**src/rtl/apb_pkg.sv**
```systemverilog
// Shared types and constants for the APB initiator and the transceiver register map.
package apb_pkg;

   localparam int APB_DW = 32;
   localparam int APB_AW = 32;

   localparam logic [APB_AW-1:0] CTRL_ADDR = 32'h0000_0000;
   localparam logic [APB_AW-1:0] TX_ADDR   = 32'h0000_0004;
   localparam logic [APB_AW-1:0] RX_ADDR   = 32'h0000_0008;

   typedef enum logic [1:0] {
      IDLE   = 2'd0,
      SETUP  = 2'd1,
      ACCESS = 2'd2,
      RESP   = 2'd3
   } apb_state_t;

endpackage

```
**src/rtl/apb_master.sv**
```systemverilog
// APB initiator: one command in, one SETUP/ACCESS transfer on the bus, one response out.
// Wait states on pready are bounded by TIMEOUT ACCESS cycles (0 = unbounded).
module apb_master
   import apb_pkg::*;
#(
   parameter int TIMEOUT = 16
) (
   input  logic              pclk,
   input  logic              preset,
   input  logic              cmd_valid,
   output logic              cmd_ready,
   input  logic              cmd_write,
   input  logic [APB_AW-1:0] cmd_addr,
   input  logic [APB_DW-1:0] cmd_wdata,
   output logic              rsp_valid,
   input  logic              rsp_ready,
   output logic [APB_DW-1:0] rsp_rdata,
   output logic              rsp_err,
   output logic              psel,
   output logic              penable,
   output logic              pwrite,
   output logic [APB_AW-1:0] paddr,
   output logic [APB_DW-1:0] pwdata,
   input  logic [APB_DW-1:0] prdata,
   input  logic              pready,
   input  logic              pslverr
);

   localparam int CNT_W = (TIMEOUT > 0) ? $clog2(TIMEOUT + 1) : 1;
   localparam logic [CNT_W-1:0] CNT_LAST = (TIMEOUT > 0) ? CNT_W'(TIMEOUT - 1) : '0;

   apb_state_t       state_q;
   logic [CNT_W-1:0] wait_cnt_q;
   logic             timeout_hit;

   // Abort fires on the TIMEOUT-th ACCESS cycle, so the bus sees exactly TIMEOUT of them.
   assign timeout_hit = (TIMEOUT != 0) && (wait_cnt_q == CNT_LAST);

   assign cmd_ready = (state_q == IDLE);
   assign psel      = (state_q == SETUP) || (state_q == ACCESS);
   assign penable   = (state_q == ACCESS);
   assign rsp_valid = (state_q == RESP);

   always_ff @(posedge pclk or negedge preset) begin
      if (!preset) begin
         state_q    <= IDLE;
         wait_cnt_q <= '0;
         paddr      <= '0;
         pwrite     <= 1'b0;
         pwdata     <= '0;
         rsp_rdata  <= '0;
         rsp_err    <= 1'b0;
      end else begin
         case (state_q)
            IDLE: begin
               if (cmd_valid) begin
                  if (cmd_addr[1:0] != 2'b00) begin
                     rsp_err   <= 1'b1;
                     rsp_rdata <= '0;
                     state_q   <= RESP;
                  end else begin
                     paddr   <= cmd_addr;
                     pwrite  <= cmd_write;
                     pwdata  <= cmd_wdata;
                     state_q <= SETUP;
                  end
               end
            end
            SETUP: begin
               wait_cnt_q <= '0;
               state_q    <= ACCESS;
            end
            ACCESS: begin
               if (pready) begin
                  // Read data is only returned for clean reads; writes and errors report 0.
                  rsp_rdata <= (pwrite || pslverr) ? '0 : prdata;
                  rsp_err   <= pslverr;
                  state_q   <= RESP;
               end else if (timeout_hit) begin
                  rsp_rdata <= '0;
                  rsp_err   <= 1'b1;
                  state_q   <= RESP;
               end else begin
                  wait_cnt_q <= wait_cnt_q + 1'b1;
               end
            end
            RESP: begin
               if (rsp_ready) begin
                  state_q <= IDLE;
               end
            end
            default: state_q <= IDLE;
         endcase
      end
   end

endmodule

```
**config.mk**
```make
export PLATFORM = sky130hd
export DESIGN_NAME = apb_master
export DESIGN_NICKNAME = d
export VERILOG_FILES = /design/src/rtl/apb_pkg.sv /design/src/rtl/apb_master.sv
export SDC_FILE = /design/constraint.sdc
export NUM_CORES = 1
export LEC_CHECK = 0
export CELL_PAD_IN_SITES_DETAIL_PLACEMENT = 2
export CELL_PAD_IN_SITES_GLOBAL_PLACEMENT = 2
export CORE_AREA = 2 2 131 133
export CTS_CLUSTER_DIAMETER = 30
export DETAILED_ROUTE_END_ITERATION = 8
export DIE_AREA = 0 0 133 135
export PLACE_DENSITY = 0.9
export SLEW_MARGIN = 20
export SYNTH_ARGS = -nofsm -noshare
export SYNTH_HDL_FRONTEND = slang
export SYNTH_SLANG_ARGS = --single-unit
```
**constraint.sdc**
```tcl
create_clock -name pclk -period 4.1 [get_ports pclk]
set_input_delay 0.615 -clock pclk [delete_from_list [all_inputs] [get_ports pclk]]
set_output_delay 0.615 -clock pclk [all_outputs]
set_load 0.02 [all_outputs]
```
==> results of run 1 <==
worst max-delay path by stage:
stage	slack (ns)	start	end	cells after the start
floorplan	2.08	state_q[0]$_DFFE_PN0P_	paddr[10]$_DFFE_PN0P_	7
global placement	1.35	cmd_addr[1]	pwdata[6]$_DFFE_PN0P_	5
detailed placement	1.24	cmd_addr[1]	pwdata[5]$_DFFE_PN0P_	5
CTS	1.42	state_q[0]$_DFFE_PN0P_	penable	3
global route	1.32	state_q[0]$_DFFE_PN0P_	penable	3
finish	1.46	state_q[0]$_DFFE_PN0P_	penable	3
cell families after synthesis:
logic type	after synthesis	share of synthesized area
mux	99	0.244
buf+inv	56	0.0644
compound gates	12	0.0237
fa+ha+maj	5	0.0142
simple gates	51	0.0553
flops	105	0.598
through the flow:
step                      utilization  cell area, um2  cells  setup WS, ns  power [mW]
after CTS                       0.421            6910    756          1.42        4.98
after detailed placement        0.403            6620    740          1.24        4.08
after global placement          0.403            6620    740          1.35        3.92
final                           0.421            6910    756          1.46        4.88
after floorplan                     -            4390    328          2.08        2.91
after global routing            0.421            6910    756          1.32        5.16
routing by layer:
layer  global-route usage  vias to the layer above  part of all wire
li1                     -                     1484                 -
met1                0.170                     1685              0.36
met2                0.323                      112              0.57
met3               0.0319                       22             0.043
met4               0.0669                        0             0.026
met5                    0                        -                 0
power by group through the flow:
stage	registers, mW	clock network, mW	logic (mW)
after detailed placement	1.68	0	2.40
after global placement	1.63	0	2.29
after floorplan	2.08	0	0.828
after CTS	1.66	0.898	2.42
final	1.65	0.863	2.37
after global routing	1.72	0.931	2.51
placed cells by master (no fill, tap or decap), drive strengths merged, types with 2 or more instances in the layout:
| cell | n |
|---|---|
| clkdlybuf4s50 | 203 |
| dfrtp | 105 |
| mux2 | 64 |
| inv | 40 |
| mux2i | 35 |
| nand2 | 34 |
| clkbuf | 12 |
| ha | 5 |
| buf | 5 |
| nor2b | 3 |
| o22ai | 3 |
| nand3 | 2 |
| nand3b | 2 |
| clkinvlp | 2 |
| nor3b | 2 |
| nor2 | 2 |
cell type report:
class / instances / area (um2)
fill: 1647 / 9500
tap: 220 / 275
multi-input combinational: 167 / 1500
clock buffer: 12 / 236
sequential: 105 / 2630
inverter: 40 / 150
clock inverter: 4 / 53.8
timing repair buffer: 208 / 2070
state kept, by name, summed over array words and instances (netlist names):
signal	cells
paddr	32
pwdata	32
rsp_rdata	32
wait_cnt_q	5
state_q	2
pwrite	1
rsp_err	1
critical path, stage by stage (launching register included):
cell	delay, ns
dfrtp_1	0.39
inv_1	0.11
ha_1	0.48
clkdlybuf4s50_1	0.70
==> out/results.env, run 1 <==
OUTCOME='finished clean'
CTSHTREEMAXLEVEL=3
SYNTH.FF_LATCH_COUNT=105
INTERNAL-POWER_mW=3.10
POWER.SHARE.SWITCHING=0.366
POSTCTSRESIZEDCELLS=0
RR_WORST_DEPTH=6
CORE_FOOTPRINT_UM2=16400
MAX-VDD-IR-DROP_uV=666
SYNTH_FF_TYPE='dfrtp_1'
FMAX_MHz=379
CRIT_PATH_END_KIND='output port'
DETAILEDROUTE.FIRSTPASSITERATIONCOUNT=4
DIE_HEIGHT_UM=135
DPL.HPWL_UM=10900
DRTANTENNAVIOLNETS=0
YOSYS.CELL_COUNT.TOP_TYPE='dfrtp_1'
TIMING_WORST_SLEW_PIN_VALUE_NS=1.01
PLACE.GP.CONGESTION=0.731
SYNTH_TOP_CELL_AREA_SHARE=0.598
WORST_REG2REG_PATH_ENDPOINT='paddr[19]$_DFFE_PN0P_'
NUM-NETS-FINAL=639
WORST_HOLD_PATH_TYPE='primary input to async pin'
GRT_START_MAX_NET_PINS=76
BOUNDARYPINS=205
CTS.HOLD.BUFFERS_ADDED=0
CRITICAL_PATH_CLASS='flip-flop to output port'
PORT-BUFFER-COUNT=204
ANTENNA_CELLS_INSERTED=0
REGTOREGSTARTPOINT='state_q[0]$_DFFE_PN0P_'
P_SW_mW=1.79
MAX-CLOCK-PATH-BUFFERS=2
GRTUSAGETOTAL=0.165
SYNTH-EDFF-COUNT=0
YS_SEQ_AREA_FRAC=0.598
DIE_X_UM=133
VIAS_PER_INST=4.37
SYNTHDOMINANTAREACELLTYPE='dfrtp_1'
SYNTH_WARNINGS=0
SYNTHDISTINCTLIBCELLS=34
AREAGROWTHSYNTHTOFINISH_PCT=57.4
SYN_AVG_CELL_AREA_UM2=13.4
INITIAL_CORE_UTIL=0.268
ANTENNA_FOUND_INITIAL=0
SYN_AREA_UM2=4390
DIE_AREA_UM2=18000
SYNTH.NET_COUNT=436
FINAL-MAX-SLEW-VIOLATION-COUNT=0
PLACEMENT_ROWS=47
MIN_PERIOD_OVER_PERIOD=0.644
GRT_PASS1_WL_UM=22500
CLK_ROOT_BUFFER_CELL='clkbuf_16'
HOLD_SLACK_NS=0.428
POWER_LEAKAGE_nW=2.88
SETUP-TNS-FINAL_NS=0
DRV.MAX_CAP_VIOLATION_COUNT=0
CRITPATHLAUNCHTYPE='flip-flop'
P_SEQ_FRAC=0.338
CLOCK_SLEW_SEEN_BY_THE_REGISTERS_OF_THE_WORST_SETUP_AND_HOLD_PATHS_NS=0.07
DRT-INITIAL-DRC-COUNT=95
WORSTSKEWPAIRLATENCY_NS=0.35
SYNTHARSTFLOPSHARE=1.00
SHARE_COMB_OF_TOTAL_POWER=0.485
VIAS=3303
PWR_DENSITY_CELL_nW_PER_UM2=707
WORST-ENDPOINT-ARRIVAL_NS=2.02
ROUTEDWLPERCELL_UM=18.8
OVERFLOW=0
FINALCRITICALPERIOD_NS=2.64
WORSTPATHREQUIRED_NS=3.48
YS_TOP_CELLS_BY_COUNT='dfrtp_1, mux2_2, inv_1, mux2i_1, nand2_1'
RELSLEWSLACK=0.330
POST_CTS_SETUP_BUFFERS=0
DRC_ERRORS=0
COUNT_OF_MAPPED_CELLS_OUT_OF_SYNTHESIS=328
TRITONCTS.NUM_BUFFERS=9
DRIVE_ABOVE_1_SHARE=0.155
NUMBER_OF_SETUP_VIOLATIONS_IN_THE_FINAL_REPORT=0
FIRST_GLOBAL_VIAS=3935
TRITONCTS_CLOCK_TREE='built'
DRT-TOTAL-WL_UM=14200
REG2REG_SLACK_NS=1.55
CLOCK-SINKS=105
PWR-SHARE-CLK=0.177
RSZ_0062_RAISED_AFTER_GLOBAL_ROUTING='false'
SYNTH.TOP_CELLS.BY_AREA='dfrtp_1, mux2_2, mux2i_1'
WORST_CLOCK_SKEW_NS=0.00670
FINALHOLDVIOLATIONS=0
WORSTPATHMAXFANOUT=11
(Power assumes the default switching activity.)
==> inputs of run 2 (changes only) <==
CORE_AREA = 2 2 142 144   (was 2 2 131 133)
DIE_AREA = 0 0 144 146   (was 0 0 133 135)
PLACE_DENSITY = 0.82   (was 0.9)
clock period = 2.4 ns   (was 4.1 ns; I/O delays follow)
==> run 2 against run 1 <==
Compared with the run above: worst setup slack worse by 1.3 ns; critical path depth up 5; first-iteration DRC count down 1.1%; sequential share of layout area down 1.0 points; critical path type is now flip-flop to flip-flop; die area up 17%; register-to-register slack worse by 1.4 ns; utilization down 5.4 points.
==> out/results.env, run 2 (synthesis results as in run 1) <==
MAX-CLOCK-PATH-BUFFERS=2
FINALCRITICALPERIOD_NS=2.25
WORSTSKEWPAIRLATENCY_NS=0.35
CORE_FOOTPRINT_UM2=19300
PORT-BUFFER-COUNT=204
WORSTPATHREQUIRED_NS=2.67
LARGESTREGISTERS='paddr (32), pwdata (32), rsp_rdata (32)'
RELSLEWSLACK=0.635
GRT_START_MAX_NET_PINS=69
DPL.CELL_COUNT=792
LAYOUT_SETUP_WS_NS=0.146
WORST_CLOCK_SKEW_NS=0.00784
ROUTE.LAYER.MET1.WL_UM=5310
FIRST_GLOBAL_VIAS=3917
WORST_HOLD_PATH_TYPE='flip-flop to flip-flop'
ANTENNA_CELLS_INSERTED=0
FINALNONFILLERCELLS=809
DRT-TOTAL-WL_UM=13900
DRIVE_ABOVE_1_SHARE=0.171
PLACE.GP.CONGESTION=0.706
CRIT_PATH_END_KIND='flip-flop'
GRTUSAGETOTAL=0.134
PWR_DENSITY_CELL_nW_PER_UM2=1200
ANTENNA_FOUND_INITIAL=0
VIAS=3282
FMAX_MHz=444
WORSTPATHMAXFANOUT=22
CTSHTREEMAXLEVEL=3
LAYOUT.AREA.SEQ_UM2=2630
DRC_ERRORS=0
CLK_ROOT_BUFFER_CELL='clkbuf_16'
DIE_X_UM=144
STARTPOINT='wait_cnt_q[1]$_DFFE_PN0P_'
GRT_PASS1_WL_UM=21700
DRTANTENNAVIOLNETS=0
MULTI_INPUT_AREA_UM2=1500
DPL.HPWL_UM=10800
POWER_LEAKAGE_nW=2.95
MAX-VDD-IR-DROP_uV=706
WL_MET2_UM=7460
OUTCOME='finished clean'
MOSTFREQUENTLAYOUTCELLS='clkdlybuf4s50_1, dfrtp_1, mux2_2, inv_1, mux2i_1'
WORST-ENDPOINT-ARRIVAL_NS=2.53
SETUP-TNS-FINAL_NS=0
WORST_REG2REG_PATH_ENDPOINT='rsp_rdata[5]$_DFFE_PN0P_'
WL_MET3_UM=908
SETUP.WORST_PATH.END='rsp_rdata[5]$_DFFE_PN0P_'
TIMING_WORST_SLEW_PIN_VALUE_NS=0.547
REG2REG_SLACK_NS=0.15
BOUNDARYPINS=205
DRT-INITIAL-DRC-COUNT=94
RSZ_0062_RAISED_AFTER_GLOBAL_ROUTING='false'
FINAL-MAX-SLEW-VIOLATION-COUNT=0
NUMBER_OF_SETUP_VIOLATIONS_IN_THE_FINAL_REPORT=0
LAYOUT.CELLS.MOST_COMMON='clkdlybuf4s50_1'
OVERFLOW=0
ROUTEDWLPERCELL_UM=17.2
CRITICAL_PATH_CLASS='flip-flop to flip-flop'
AREAGROWTHSYNTHTOFINISH_PCT=61.7
POST_CTS_SETUP_BUFFERS=0
DIE_AREA_UM2=21000
VIAS_PER_INST=4.06
CRITPATHLAUNCHTYPE='flip-flop'
REGTOREGSTARTPOINT='wait_cnt_q[1]$_DFFE_PN0P_'
HOLD_START='rsp_err$_DFFE_PN0P_'
FINAL_CELL_AREA_UM2=7100
TRITONCTS.NUM_BUFFERS=9
RR_WORST_DEPTH=8
TOP_SIGNAL_LAYER_USED='met4'
DRV.MAX_CAP_VIOLATION_COUNT=0
FILL_CELLS=2045
FINALHOLDVIOLATIONS=0
CLOCK-SINKS=105
DPL_CELL_AREA_UM2=6780
MIN_PERIOD_OVER_PERIOD=0.939
NUM-NETS-FINAL=647
DIE_HEIGHT_UM=146
POSTLAYOUTCOREUTIL=0.367
PLACEMENT_ROWS=51
CLOCK_SLEW_SEEN_BY_THE_REGISTERS_OF_THE_WORST_SETUP_AND_HOLD_PATHS_NS=0.08
INITIAL_CORE_UTIL=0.227
DETAILEDROUTE.FIRSTPASSITERATIONCOUNT=4
TRITONCTS_CLOCK_TREE='built'
PRE_CTS_SLACK_NS=0.128
run 2: cell type report:
cell class	instances	share of cell area
clock inverter	7	0.0122
inverter	40	0.0211
timing repair buffer	216	0.307
multi-input combinational	167	0.211
clock buffer	9	0.0317
tap	265	0.0467
sequential	105	0.370
run 2: worst max-delay path, cell delays in order (launching register included):
cell       delay [ns]
dfrtp_1          0.41
ha_1             0.22
and3_1           0.19
ha_1             0.21
nor2_2           0.08
a2111oi_4        0.40
buf_12           0.21
buf_12           0.21
mux2i_1          0.23
run 2: routing by layer:
layer	vias up	GRT usage
met4	0	0.0387
met5	-	0
met2	112	0.250
met3	17	0.0372
li1	1502	-
met1	1651	0.147
run 2: worst min path at each step:
stage / endpoint / slack (ns) / depth (start not counted)
floorplan: paddr[0]$_DFFE_PN0P_ / 0.06 / 0
CTS: pwdata[26]$_DFFE_PN0P_ / 0.52 / 1
global route: rsp_err$_DFFE_PN0P_ / 0.54 / 1
global placement: rsp_rdata[2]$_DFFE_PN0P_ / 0.37 / 1
finish: rsp_err$_DFFE_PN0P_ / 0.51 / 1
detailed placement: rsp_rdata[4]$_DFFE_PN0P_ / 0.38 / 1
run 2: repair_timing:
action,in CTS,in global routing
endpoints found under the hold margin,7,0
hold buffers,1,0
gates resized for setup,0,0
run 2: where the power goes:
part | switching, mW | total (mW) | leakage, nW | internal, mW
clock | 0.774 | 1.52 | 0.150 | 0.747
sequential | 0.379 | 2.81 | 1.35 | 2.43
combinational | 2.00 | 4.16 | 1.45 | 2.16
total | 3.16 | 8.49 | 2.95 | 5.33
run 2: through the flow:
step / total power [mW] / hold slack, ns
after global routing: 9.00 / 0.537
after CTS: 8.66 / 0.515
final: 8.49 / 0.508
after floorplan: 4.98 / 0.0644
after global placement: 6.87 / 0.373
after detailed placement: 7.09 / 0.384
==> inputs of run 3 (changes only) <==
--- a/config.mk
+++ b/config.mk
@@ -9,7 +9,7 @@
 export CELL_PAD_IN_SITES_GLOBAL_PLACEMENT = 2
-export CORE_AREA = 2 2 142 144
+export CORE_AREA = 2 2 136 138
 export CTS_CLUSTER_DIAMETER = 30
 export DETAILED_ROUTE_END_ITERATION = 8
-export DIE_AREA = 0 0 144 146
-export PLACE_DENSITY = 0.82
+export DIE_AREA = 0 0 138 140
+export PLACE_DENSITY = 0.85
 export SLEW_MARGIN = 20
==> constraint.sdc (replaced) <==
create_clock -name pclk -period 2.1 [get_ports pclk]
set_input_delay 0.42 -clock pclk [delete_from_list [all_inputs] [get_ports pclk]]
set_output_delay 0.42 -clock pclk [all_outputs]
set_load 0.02 [all_outputs]
==> run 3 against run 2 <==
Compared with the run above: via count grew 2.0%; sequential cell count is the same; hold slack lost 0.44 ns; utilization grew 3.6 points; worst setup slack lost 0.036 ns; highest routed layer unchanged.
==> out/results.env, run 3 (synthesis results as in run 1) <==
PWR_DENSITY_CELL_nW_PER_UM2=1380
MULTI_INPUT_AREA_UM2=1530
CRIT_PATH_END_KIND='flip-flop'
WORST_HOLD_PATH_TYPE='primary input to async pin'
VIAS=3348
POWER_LEAKAGE_nW=2.99
MAX-CLOCK-PATH-BUFFERS=2
LARGESTREGISTERS='paddr (32), pwdata (32), rsp_rdata (32)'
WORST-PATH-BUF-INV=2
CRITPATHLAUNCHTYPE='flip-flop'
TIMING_WORST_SLEW_PIN_VALUE_NS=0.595
PORT-BUFFER-COUNT=204
PLACEMENT_ROWS=49
TRITONCTS.NUM_BUFFERS=9
MOSTFREQUENTLAYOUTCELLS='clkdlybuf4s50_1, dfrtp_1, mux2_2, inv_1, nand2_1'
AREAGROWTHSYNTHTOFINISH_PCT=63.1
DIE_AREA_UM2=19300
LAYOUT.AREA.SEQ_UM2=2630
BOUNDARYPINS=205
CRITICAL-PATH-SLOWEST-CELL='dfrtp_1'
CRIT_PATH_CELL_CHAIN='ha_2, and3_4, ha_4, nor2_2, a2111oi_4, buf_6, buf_4, mux2_1'
CLOCK_SLEW_SEEN_BY_THE_REGISTERS_OF_THE_WORST_SETUP_AND_HOLD_PATHS_NS=0.07
NUMBER_OF_SETUP_VIOLATIONS_IN_THE_FINAL_REPORT=0
RELSLEWSLACK=0.603
FIN_TOTAL_PWR_mW=9.89
DRC_ERRORS=0
DIE_X_UM=138
OUTCOME='finished clean'
VIAS_PER_INST=4.30
RSZ_0062_RAISED_AFTER_GLOBAL_ROUTING='false'
FINALHOLDVIOLATIONS=0
TRITONCTS_CLOCK_TREE='built'
WORST-ENDPOINT-ARRIVAL_NS=2.22
POSTLAYOUTCOREUTIL=0.403
CLOCK-SINKS=105
NUM-NETS-FINAL=652
INITIAL_CORE_UTIL=0.247
MAX_STAGE_DELAY_NS=0.38
DRT-TOTAL-WL_UM=14400
WORSTSKEWPAIRLATENCY_NS=0.35
DRIVE_ABOVE_1_SHARE=0.193
GRTUSAGETOTAL=0.149
GRT_START_MAX_NET_PINS=65
CRITICAL_PATH_CLASS='flip-flop to flip-flop'
WORST_PATH_DOMINANT_CELL_FAMILY='flip-flops'
LAYOUT.CELLS.MOST_COMMON='clkdlybuf4s50_1'
ROUTEDWLPERCELL_UM=18.5
OVERFLOW=0
CORE_FOOTPRINT_UM2=17800
WORSTPATHREQUIRED_NS=2.33
DETAILEDROUTE.FIRSTPASSITERATIONCOUNT=4
DRTANTENNAVIOLNETS=0
WORST_CLOCK_SKEW_NS=0.00652
FMAX_MHz=503
FIRST_GLOBAL_VIAS=3938
DPL.HPWL_UM=10600
DRT-INITIAL-DRC-COUNT=82
CLK_ROOT_BUFFER_CELL='clkbuf_16'
FINALCRITICALPERIOD_NS=1.99
WORSTPATHMAXFANOUT=4
PLACE.GP.CONGESTION=0.774
DRV.MAX_CAP_VIOLATION_COUNT=0
REG2REG_SLACK_NS=0.11
FILL_CELLS=1816
MAX-VDD-IR-DROP_uV=613
ANTENNA_FOUND_INITIAL=0
CTSHTREEMAXLEVEL=3
FINAL-MAX-SLEW-VIOLATION-COUNT=0
MIN_PERIOD_OVER_PERIOD=0.948
GRT_PASS1_WL_UM=22600
DIE_HEIGHT_UM=140
ANTENNA_CELLS_INSERTED=0
[run 3: cell count changes in the layout (fill, tap and decap cells not counted), sizes merged]
cell and delta:
inv +1, clkinvlp +1, clkbuf +2, buf +4
dlygate4sd3 -1, clkinv -2, clkdlybuf4s50 -3, dlygate4sd2 +3
[run 3: power by group]
group,switching (mW),internal (mW)
Clock,0.825,0.829
Combinational,2.38,2.62
Sequential,0.454,2.77
Total,3.66,6.23
[run 3: per-layer routing]
metal	wire length, um	GRT usage	share of wire
met5	0	0	0
met3	713	0.0338	0.050
met1	6160	0.178	0.43
met4	170	0.0446	0.012
met2	7320	0.267	0.51
[run 3: worst paths after layout]
kind	start	to	cells past startpoint
hold reg to reg	paddr[12]$_DFFE_PN0P_	paddr[12]$_DFFE_PN0P_	1
min in group pclk	paddr[12]$_DFFE_PN0P_	paddr[12]$_DFFE_PN0P_	1
max in group asynchronous	preset	rsp_rdata[23]$_DFFE_PN0P_	2
setup / recovery	wait_cnt_q[0]$_DFFE_PN0P_	rsp_err$_DFFE_PN0P_	8
setup reg to reg	wait_cnt_q[0]$_DFFE_PN0P_	rsp_err$_DFFE_PN0P_	8
hold / removal	preset	paddr[14]$_DFFE_PN0P_	1
[run 3: repair_timing]
action                                  in CTS  in global routing
resized for setup                            8                  7
pin swaps                                    1                  0
endpoints found under the setup margin      35                 96
hold buffers                                 0                  0
cloned                                       1                  2
setup buffers                                2                  1
[run 3: layout make-up]
| cell class | count | share of cell area |
|---|---|---|
| Tap cell | 229 | 0.0400 |
| Clock inverter | 7 | 0.00856 |
| Sequential cell | 105 | 0.367 |
| Clock buffer | 9 | 0.0315 |
| Timing Repair Buffer | 221 | 0.318 |
| Inverter | 40 | 0.0210 |
| Multi-Input combinational cell | 167 | 0.214 |
[run 3: metrics by stage]
| step | area [um2] | instances | setup WS, ns | hold slack [ns] | TNS (ns) |
|---|---|---|---|---|---|
| floorplan | 4390 | 328 | 0.0789 | 0.124 | 0 |
| global route | 7160 | 778 | 0.0168 | 0.0972 | 0 |
| global placement | 6730 | 756 | 0.0183 | 0.448 | 0 |
| finish | 7160 | 778 | 0.110 | 0.0631 | 0 |
| detailed placement | 6730 | 756 | -0.114 | 0.465 | -2.75 |
| CTS | 7070 | 775 | 0.00885 | 0.0758 | 0 |
